==> src/rtl/vdcorput_pkg.sv <==
// Shared types and constants for the Van der Corput generator.
// Optional base 5 is controlled by VDCORPUT_BASE5_EN.
package vdcorput_pkg;

  localparam int FRAC_BITS_DEF = 16;
  localparam int ACC_W_DEF     = 36;

  localparam int BASE2 = 2;
  localparam int BASE3 = 3;
  localparam int BASE7 = 7;
  localparam int BASE5 = 5;

  localparam logic [1:0] SEL_B2 = 2'b00;
  localparam logic [1:0] SEL_B3 = 2'b01;
  localparam logic [1:0] SEL_B7 = 2'b10;
  localparam logic [1:0] SEL_B5 = 2'b11;

  typedef enum logic [1:0] {
    S_IDLE,
    S_DIGIT,
    S_FRAC,
    S_DONE
  } state_t;

  typedef enum logic [1:0] {
    B2,
    B3,
    B7,
    B5
  } base_t;

  // Map the external selector onto an internal base code.
  // Without base 5 support the top encoding falls back to base 2.
  function automatic base_t decode_sel(input logic [1:0] sel);
    base_t b;
    b = B2;
    unique case (1'b1)
      (sel == SEL_B3): b = B3;
      (sel == SEL_B7): b = B7;
`ifdef VDCORPUT_BASE5_EN
      (sel == SEL_B5): b = B5;
`else
      (sel == SEL_B5): b = B2;
`endif
      default:         b = B2;
    endcase
    return b;
  endfunction

endpackage

==> src/rtl/vdc_digit_step.sv <==
// One radix-b digit extraction: quotient and remainder of k by b.
// Base 5 path exists only when VDCORPUT_BASE5_EN is defined.
module vdc_digit_step
  import vdcorput_pkg::*;
(
  input  logic [31:0] k,
  input  base_t       b,
  output logic [31:0] q,
  output logic [2:0]  r
);

  logic [31:0] q3;
  logic [31:0] r3;
  logic [31:0] q7;
  logic [31:0] r7;

  assign q3 = k / 32'd3;
  assign r3 = k - (q3 * 32'd3);
  assign q7 = k / 32'd7;
  assign r7 = k - (q7 * 32'd7);

`ifdef VDCORPUT_BASE5_EN
  logic [31:0] q5;
  logic [31:0] r5;

  assign q5 = k / 32'd5;
  assign r5 = k - (q5 * 32'd5);
`endif

  // Select the digit path; base 2 is a plain shift.
  always_comb begin
    q = {1'b0, k[31:1]};
    r = {2'b00, k[0]};
    case (b)
      B3: begin
        q = q3;
        r = r3[2:0];
      end
      B7: begin
        q = q7;
        r = r7[2:0];
      end
`ifdef VDCORPUT_BASE5_EN
      B5: begin
        q = q5;
        r = r5[2:0];
      end
`endif
      default: ;
    endcase
  end

endmodule

==> src/rtl/vdcorput_fsm_32bit_simple.sv <==
// Sequential Van der Corput radical-inverse engine, 16.16 output.
// Define VDCORPUT_BASE5_EN to make base_sel=11 select base 5.
module vdcorput_fsm_32bit_simple
  import vdcorput_pkg::*;
#(
  parameter int FRAC_BITS = FRAC_BITS_DEF,
  parameter int ACC_W     = ACC_W_DEF
) (
  input  logic        clk,
  input  logic        rst,
  input  logic        start,
  input  logic [31:0] k_in,
  input  logic [1:0]  base_sel,
  output logic [31:0] result,
  output logic        done,
  output logic        ready
);

  localparam int IW = $clog2(FRAC_BITS);
  localparam logic [IW-1:0] ITER_LAST = IW'(FRAC_BITS - 1);

  state_t               state;
  base_t                b;
  logic [31:0]          k_rem;
  logic [ACC_W-1:0]     num;
  logic [ACC_W-1:0]     den;
  logic [ACC_W-1:0]     rem;
  logic [FRAC_BITS-1:0] q;
  logic [IW-1:0]        iter;

  logic [31:0]          dq;
  logic [2:0]           dr;
  logic [ACC_W:0]       rem_sh;
  logic [ACC_W:0]       rem_sub;
  logic                 rem_ge;
  logic [FRAC_BITS-1:0] q_next;

  // Multiply by the active base using shift-add only.
  function automatic logic [ACC_W-1:0] mul_b(
    input logic [ACC_W-1:0] x,
    input base_t            bb
  );
    logic [ACC_W-1:0] y;
    y = x << 1;
    case (bb)
      B3: y = (x << 1) + x;
      B7: y = (x << 3) - x;
`ifdef VDCORPUT_BASE5_EN
      B5: y = (x << 2) + x;
`endif
      default: y = x << 1;
    endcase
    return y;
  endfunction

  vdc_digit_step u_digit (
    .k (k_rem),
    .b (b),
    .q (dq),
    .r (dr)
  );

  assign ready   = (state == S_IDLE);
  assign rem_sh  = {rem, 1'b0};
  assign rem_ge  = (rem_sh >= {1'b0, den});
  assign rem_sub = rem_sh - {1'b0, den};
  assign q_next  = {q[FRAC_BITS-2:0], rem_ge};

  // Control FSM with digit accumulation and restoring divider.
  always_ff @(posedge clk) begin
    if (rst) begin
      state  <= S_IDLE;
      b      <= B2;
      k_rem  <= '0;
      num    <= '0;
      den    <= '0;
      rem    <= '0;
      q      <= '0;
      iter   <= '0;
      result <= '0;
      done   <= 1'b0;
    end else begin
      done <= 1'b0;
      unique case (state)
        S_IDLE: begin
          if (start) begin
            k_rem <= k_in;
            b     <= decode_sel(base_sel);
            num   <= '0;
            den   <= ACC_W'(1);
            state <= S_DIGIT;
          end
        end
        S_DIGIT: begin
          if (k_rem != 32'd0) begin
            num   <= mul_b(num, b) + ACC_W'(dr);
            den   <= mul_b(den, b);
            k_rem <= dq;
          end else begin
            rem   <= num;
            q     <= '0;
            iter  <= '0;
            state <= S_FRAC;
          end
        end
        S_FRAC: begin
          if (rem_ge) begin
            rem <= rem_sub[ACC_W-1:0];
          end else begin
            rem <= rem_sh[ACC_W-1:0];
          end
          q    <= q_next;
          iter <= iter + 1'b1;
          if (iter == ITER_LAST) begin
            result <= {{(32-FRAC_BITS){1'b0}}, q_next};
            done   <= 1'b1;
            state  <= S_DONE;
          end
        end
        S_DONE: begin
          state <= S_IDLE;
        end
        default: state <= S_IDLE;
      endcase
    end
  end

endmodule

==> config.mk <==
export PLATFORM = sky130hd
export DESIGN_NAME = vdcorput_fsm_32bit_simple
export DESIGN_NICKNAME = d
export VERILOG_FILES = /design/src/rtl/vdcorput_pkg.sv /design/src/rtl/vdc_digit_step.sv /design/src/rtl/vdcorput_fsm_32bit_simple.sv
export SDC_FILE = /design/constraint.sdc
export NUM_CORES = 1
export LEC_CHECK = 0
export ABC_AREA = 1
export BUFFER_PORTS_ARGS = -buffer_cell sky130_fd_sc_hd__buf_2
export CORE_MARGIN = 4
export CORE_UTILIZATION = 30
export CTS_CLUSTER_SIZE = 30
export DETAILED_ROUTE_END_ITERATION = 8
export PLACE_DENSITY = 0.55
export SKIP_LAST_GASP = 1
export SLEW_MARGIN = 20
export SYNTH_ARGS = -nofsm -noshare
export SYNTH_HDL_FRONTEND = slang
export SYNTH_SLANG_ARGS = --single-unit
==> constraint.sdc <==
create_clock -name clk -period 41.5 [get_ports clk]
set_clock_uncertainty 0.15 [all_clocks]
set_input_delay 6.225 -clock clk [delete_from_list [all_inputs] [get_ports clk]]
set_output_delay 6.225 -clock clk [all_outputs]
set_load 0.01 [all_outputs]
======== Word level (Yosys, flattened, before mapping) ========
Cells that the tools add are included.
storage, ports and cells
  register bits ........................... 180
  latch bits .............................. 0
  RAM bits ................................ 0
  ROM bits ................................ 0
  input bits .............................. 37
  output and inout port bits .............. 34
  word-level logic and storage cells ...... 76
  memories ................................ 0
cells by class
  add/subtract/negate cells ............... 9
  multipliers ............................. 2
  divide/modulo/power cells ............... 2
  magnitude comparators ................... 1
  equality and inequality tests ........... 12
  shift-type cells ........................ 0
  mux-type cells .......................... 29
  bitwise logic cells ..................... 1
  reductions and logical operators ........ 10
operators with widths
  kind                     count
  $pmux W36 S2             5
  $mux W36                 9
  $pmux W32 S2             2
  $sub A36 B36 Y36         3
  $add A36 B36 Y36         2
  $mux W32                 2
  $ge A37 B36 Y1           1
  $add A36 B3 Y36          1
  $div A32 B2 Y32 const B  1
  $div A32 B3 Y32 const B  1
  $mul A32 B2 Y3 const B   1
  $mul A32 B3 Y3 const B   1
  $reduce_bool A32 Y1      1
  $pmux W15 S2             1
  $mux W15                 1
  $eq A2 B2 Y1 const B     4
  $ne A2 B2 Y1 const B     4
  $pmux W2 S4              1
  $pmux W4 S2              1
  $eq A2 B1 Y1 const B     3
  $mux W2                  3
  $pmux W3 S2              1
  $reduce_and A2 Y1        3
  $reduce_and A3 Y1        2
  other kinds (10)         12

======== Depth between registers and ports, before layout ========
  word-level depth ........................ 8
  mapped depth ............................ 156
  gate-level depth less buffers ........... 155

======== By module ========
From an unflattened synthesis, not the netlist that was laid out.
second synthesis, totals
  cell total of the unflattened synthesis .. 4459
  area, all modules ....................... 25227.9 um2
modules (own cells, without submodules)
  module                     times used  cells an instance  area each (um2)  seq. area each (um2)
  vdcorput_fsm_32bit_simple  1           3650               21071.5          3603.5
  vdc_digit_step             1           809                4156.5           0.0

======== Worst setup path before layout ========
Ideal clock, no wire load.
  path type ............................... flip-flop to flip-flop
  start ................................... register k_rem[29]
  end ..................................... register num[34]
  setup time .............................. 0.117 ns
  arrival time ............................ 14.709 ns
  required time ........................... 41.233 ns
  setup slack ............................. 26.525 ns
  stages on the path, launching flop included .. 134
  path buffers ............................ 1
  period minus slack after synthesis ...... 14.975 ns
  path through ............................ dfxtp_1 buf_12 nand2_1 nand2_1 o21ai_0 nand2_1 nand2_1 nand4_4 nand2_2 nand2_2 nand4_1 nand3_1 nand3_2 nand2_4 nand2_2 nand4_2 nand3_1 nand4_2 (+98 left out) nor2_1 nand3_1 or2_2 nor2_1 nand2_1 or2_2 or4_1 nor2_1 inv_1 or4_1 nor2_1 nand3_1 nor2_1 inv_1 or2_2 or2_2 nand3_1 a21oi_1
between the ends
  cells in the longest elaborated chain, start to end .. 7
  elaborated cells on any way between the ends .. 13
  classes of those cells .................. add/sub (3); mul (2); div (2); eq/ne (1); mux (3); reduce/logical (2)
ends and longest elaborated chain
  what                                                       line                                        RTL
  from (decl)                                                vdcorput_fsm_32bit_simple.sv:24             logic [31:0] k_rem;
  from (signal assigned)                                     vdcorput_fsm_32bit_simple.sv:87             k_rem <= k_in;
  from (signal assigned)                                     vdcorput_fsm_32bit_simple.sv:98             k_rem <= dq;
  $div A32 B3 Y32 / $div A32 B2 Y32 (equally long branches)  vdc_digit_step.sv:19, vdc_digit_step.sv:17
  $mul A32 B3 Y3 / $mul A32 B2 Y3 (equally long branches)    vdc_digit_step.sv:20, vdc_digit_step.sv:18
  $sub A3 B3 Y3, on equally long branches                    vdc_digit_step.sv:20, vdc_digit_step.sv:18
  $pmux W3 S2                                                vdc_digit_step.sv:34                        case (b)
  $add A36 B3 Y36                                            vdcorput_fsm_32bit_simple.sv:96             num <= mul_b(num, b) + ACC_W'(dr);
  $mux W36                                                   vdcorput_fsm_32bit_simple.sv:95             if (k_rem != 32'd0) begin
  $pmux W36 S2                                               vdcorput_fsm_32bit_simple.sv:84             unique case (state)
  to (signal assigned)                                       vdcorput_fsm_32bit_simple.sv:96
  to (decl)                                                  vdcorput_fsm_32bit_simple.sv:25             logic [ACC_W-1:0] num;
Parallel ways exist; a longest one is shown, timed or not. The select of a mux whose other input is x is not followed.
A chain may end at the register's enable or synchronous reset.

======== Final worst setup path ========
Ends and elaborated chain as after synthesis.

==> metrics.md <==
| Metric | Value |
|---|---|
| Status | `completed` |
| Synth Instances | `3246` |
| Buffers & Inverters on Critical Path | `11` |
| Initial Util | `0.3034` |
| #FFs+latches synth | `180` |
| Number of synthesized flops with an enable pin | `0` |
| CTS Hold Bufs | `0` |
| MaxCap Viol Count | `0` |
| Worst setup SP type | `register` |
| Largest net degree at the start of global routing | `81` |
| Commonest cells post-synth | `nand2_1 (643), a21oi_1 (421), inv_1 (368), o21ai_0 (337), nor2_1 (219)` |
| Fin util | `0.3235` |
| Mapped Area | `20410 um^2` |
| Worst stage delay on the critical path | `530 ps` |
| Hold Path Class | `reg -> reg` |
| Hold violation count in the final report | `0` |
| WP data required | `41730 ps` |
| Post-synth cell types | `61` |
| Top-level I/O count | `71` |
| HPWL Detailed | `43130 um` |
| CTS resizes | `0` |
| Non-filler instance count after layout | `4098` |
| Final nets | `3443` |
| Cell mode on critical path | `nand2_2` |
| Core area | `67280 um^2` |
| Yosys top cell area share | `0.1765` |
| Count leader, synth | `nand2_1` |
| Die Height | `268.9 um` |
| Die W | `268.9 um` |
| FP Rows | `95` |
| Sequential area share after synthesis | `0.1765` |
| Final Cycle Share | `0.4156` |
| Number of diodes | `0` |
| Clk_lat worst skew | `500 ps` |
| Fillers | `7464` |
| Clock sinks | `180` |
| Post-DR wirelength/cell | `14.51 um` |
| First-pass GRT wire length | `97370 um` |
| Vias in the first global route | `19056` |
| TNS Setup | `0 ps` |
| Slew HR | `0.3395` |
| Root Buffer | `clkbuf_16` |
| Starting DRT DRC Count | `1283` |
| Die area | `72280 um^2` |
| Async set-reset flop share out of synthesis | `0` |
| Final wirelength | `59450 um` |
| Worst-Margin Slew | `990.7 ps` |
| GP Congestion | `0.8588` |
| Crit path kind | `reg -> reg` |
| Final Slew Violations | `0` |
| Routed vias/inst | `5.052` |
| Area grow syn2layout | `6.601%` |
| # Post-CTS Setup Buffers | `0` |
| Max Fanout on Critical Path | `7` |
| DRT Pass-1 Iters | `5` |
| CTS buffer count | `17` |
| Yosys warnings | `0` |
| CP max stage cell | `or4_1` |
| CP arrival | `17470 ps` |
| Fin crit period | `17250 ps` |
| Htree depth | `4` |
| Drt drc | `0` |
| Most used DFF post-synth | `dfxtp_1` |
| Placed cell count | `4066` |
| Final setup violating endpoints | `0` |
| GRT Util Overall | `0.1629` |
| Clock slew at reported path FFs | `100 ps` |
| PnR worst setup slack | `24250 ps` |
| Clock Tree Buf Depth | `2` |
| Post-DRT Antenna Nets | `0` |
| Routed vias | `20702` |
| CTS tree | `built` |
| Post-Place Setup Slack | `24370 ps` |
| Fmax | `57.98 MHz` |
| Share of post-route cells with drive strength above 1 | `0.08806` |
| Initial antenna violation count | `0` |
| CP delay by family, top | `simple AND/OR/NAND/NOR gates` |
| Syn Area/Cell | `6.289 um^2` |
| Area leader, netlist | `dfxtp_1` |
| Number of port buffers | `54` |
| Critical Path End Type | `register` |
| Synth area leaders | `dfxtp_1 (18%), nand2_1 (12%), ha_1 (12%)` |
| RSZ-0062 raised after global routing | `no` |
| Total gr overflow | `0` |
## placed cells by master, fill, tap and decap left out, types with 14 or more instances in the layout
cell       netlist  final
nand2_1        643    642
a21oi_1        421    421
inv_1          368    365
o21ai_0        337    337
nor2_1         219    216
ha_1           188    186
dfxtp_1        180    180
nand3_1        166    165
o211ai_1        75     75
nand2_2         73     73
buf_2            0     53
xor2_1          39     39
o21ai_1         37     37
nand4_1         35     35
a31oi_1         32     32
nor3_1          30     30
buf_4           16     24
xnor2_1         23     23
o21a_1          19     19
nand3_2         17     18
o221ai_1        18     18
clkbuf_16        1     17
conb_1           1     16
or2_2           15     15
inv_2           13     14
## worst min-delay path, stage by stage, from the launching register on
cell,delay [ps]
dfxtp_1,320
nand2_1,60
a21oi_1,50
## metal layers
metal | up-vias | GRT usage | share of wire
li1 | 11035 | - | -
met1 | 9287 | 0.2359 | 0.52
met2 | 332 | 0.2582 | 0.43
met3 | 48 | 0.02035 | 0.037
met4 | 0 | 0.03829 | 0.014
met5 | - | 0 | 0
## area by class of cell
| class | instances | area (um^2) | area share |
|---|---|---|---|
| clock buffer | 17 | 425.4 | 0.01955 |
| clock inverter | 15 | 215.2 | 0.009890 |
| inverter | 386 | 1456 | 0.06693 |
| multi-input combinational | 2550 | 14520 | 0.6674 |
| sequential | 180 | 3603 | 0.1656 |
| tap | 873 | 1092 | 0.05020 |
| timing repair buffer | 77 | 445.4 | 0.02047 |
## state kept, by name, indices dropped and copies added, names as in the netlist
name	flops
done	1
iter	4
rem	36
b	2
num	36
state	2
k_rem	32
result	16
q	15
den	36
## worst paths after layout
| check | startpoint | to | slack, ps | depth (start not counted) |
|---|---|---|---|---|
| setup reg to reg | k_rem[29] | num[34] | 24250 | 130 |
| hold / removal | q[14] | q[14] | 320 | 2 |
| hold reg to reg | q[14] | q[14] | 320 | 2 |
| setup / recovery | k_rem[29] | num[34] | 24250 | 130 |
## metrics by stage
step	instance area, um^2	hold slack [ps]
floorplan	20470	291.3
global placement	21120	302.7
detailed placement	21120	303.7
CTS	21760	318.6
global route	21760	345.9
finish	21760	318.2
## kinds of logic after synthesis
| group | count (synthesis) | synth area share |
|---|---|---|
| buffers and inverters | 531 | 0.1171 |
| adder cells (fa/ha/maj) | 194 | 0.1211 |
| other | 1 | 0.0001837 |
| AO/OA/AOI/OAI | 1021 | 0.2789 |
| flip-flops | 180 | 0.1765 |
| XOR/XNOR | 64 | 0.02819 |
| AND/OR/NAND/NOR | 1255 | 0.2780 |
Power is left out: the tool's default activity adds up to more than one toggle a clock period on the data nets, which glitch-free logic cannot reach.
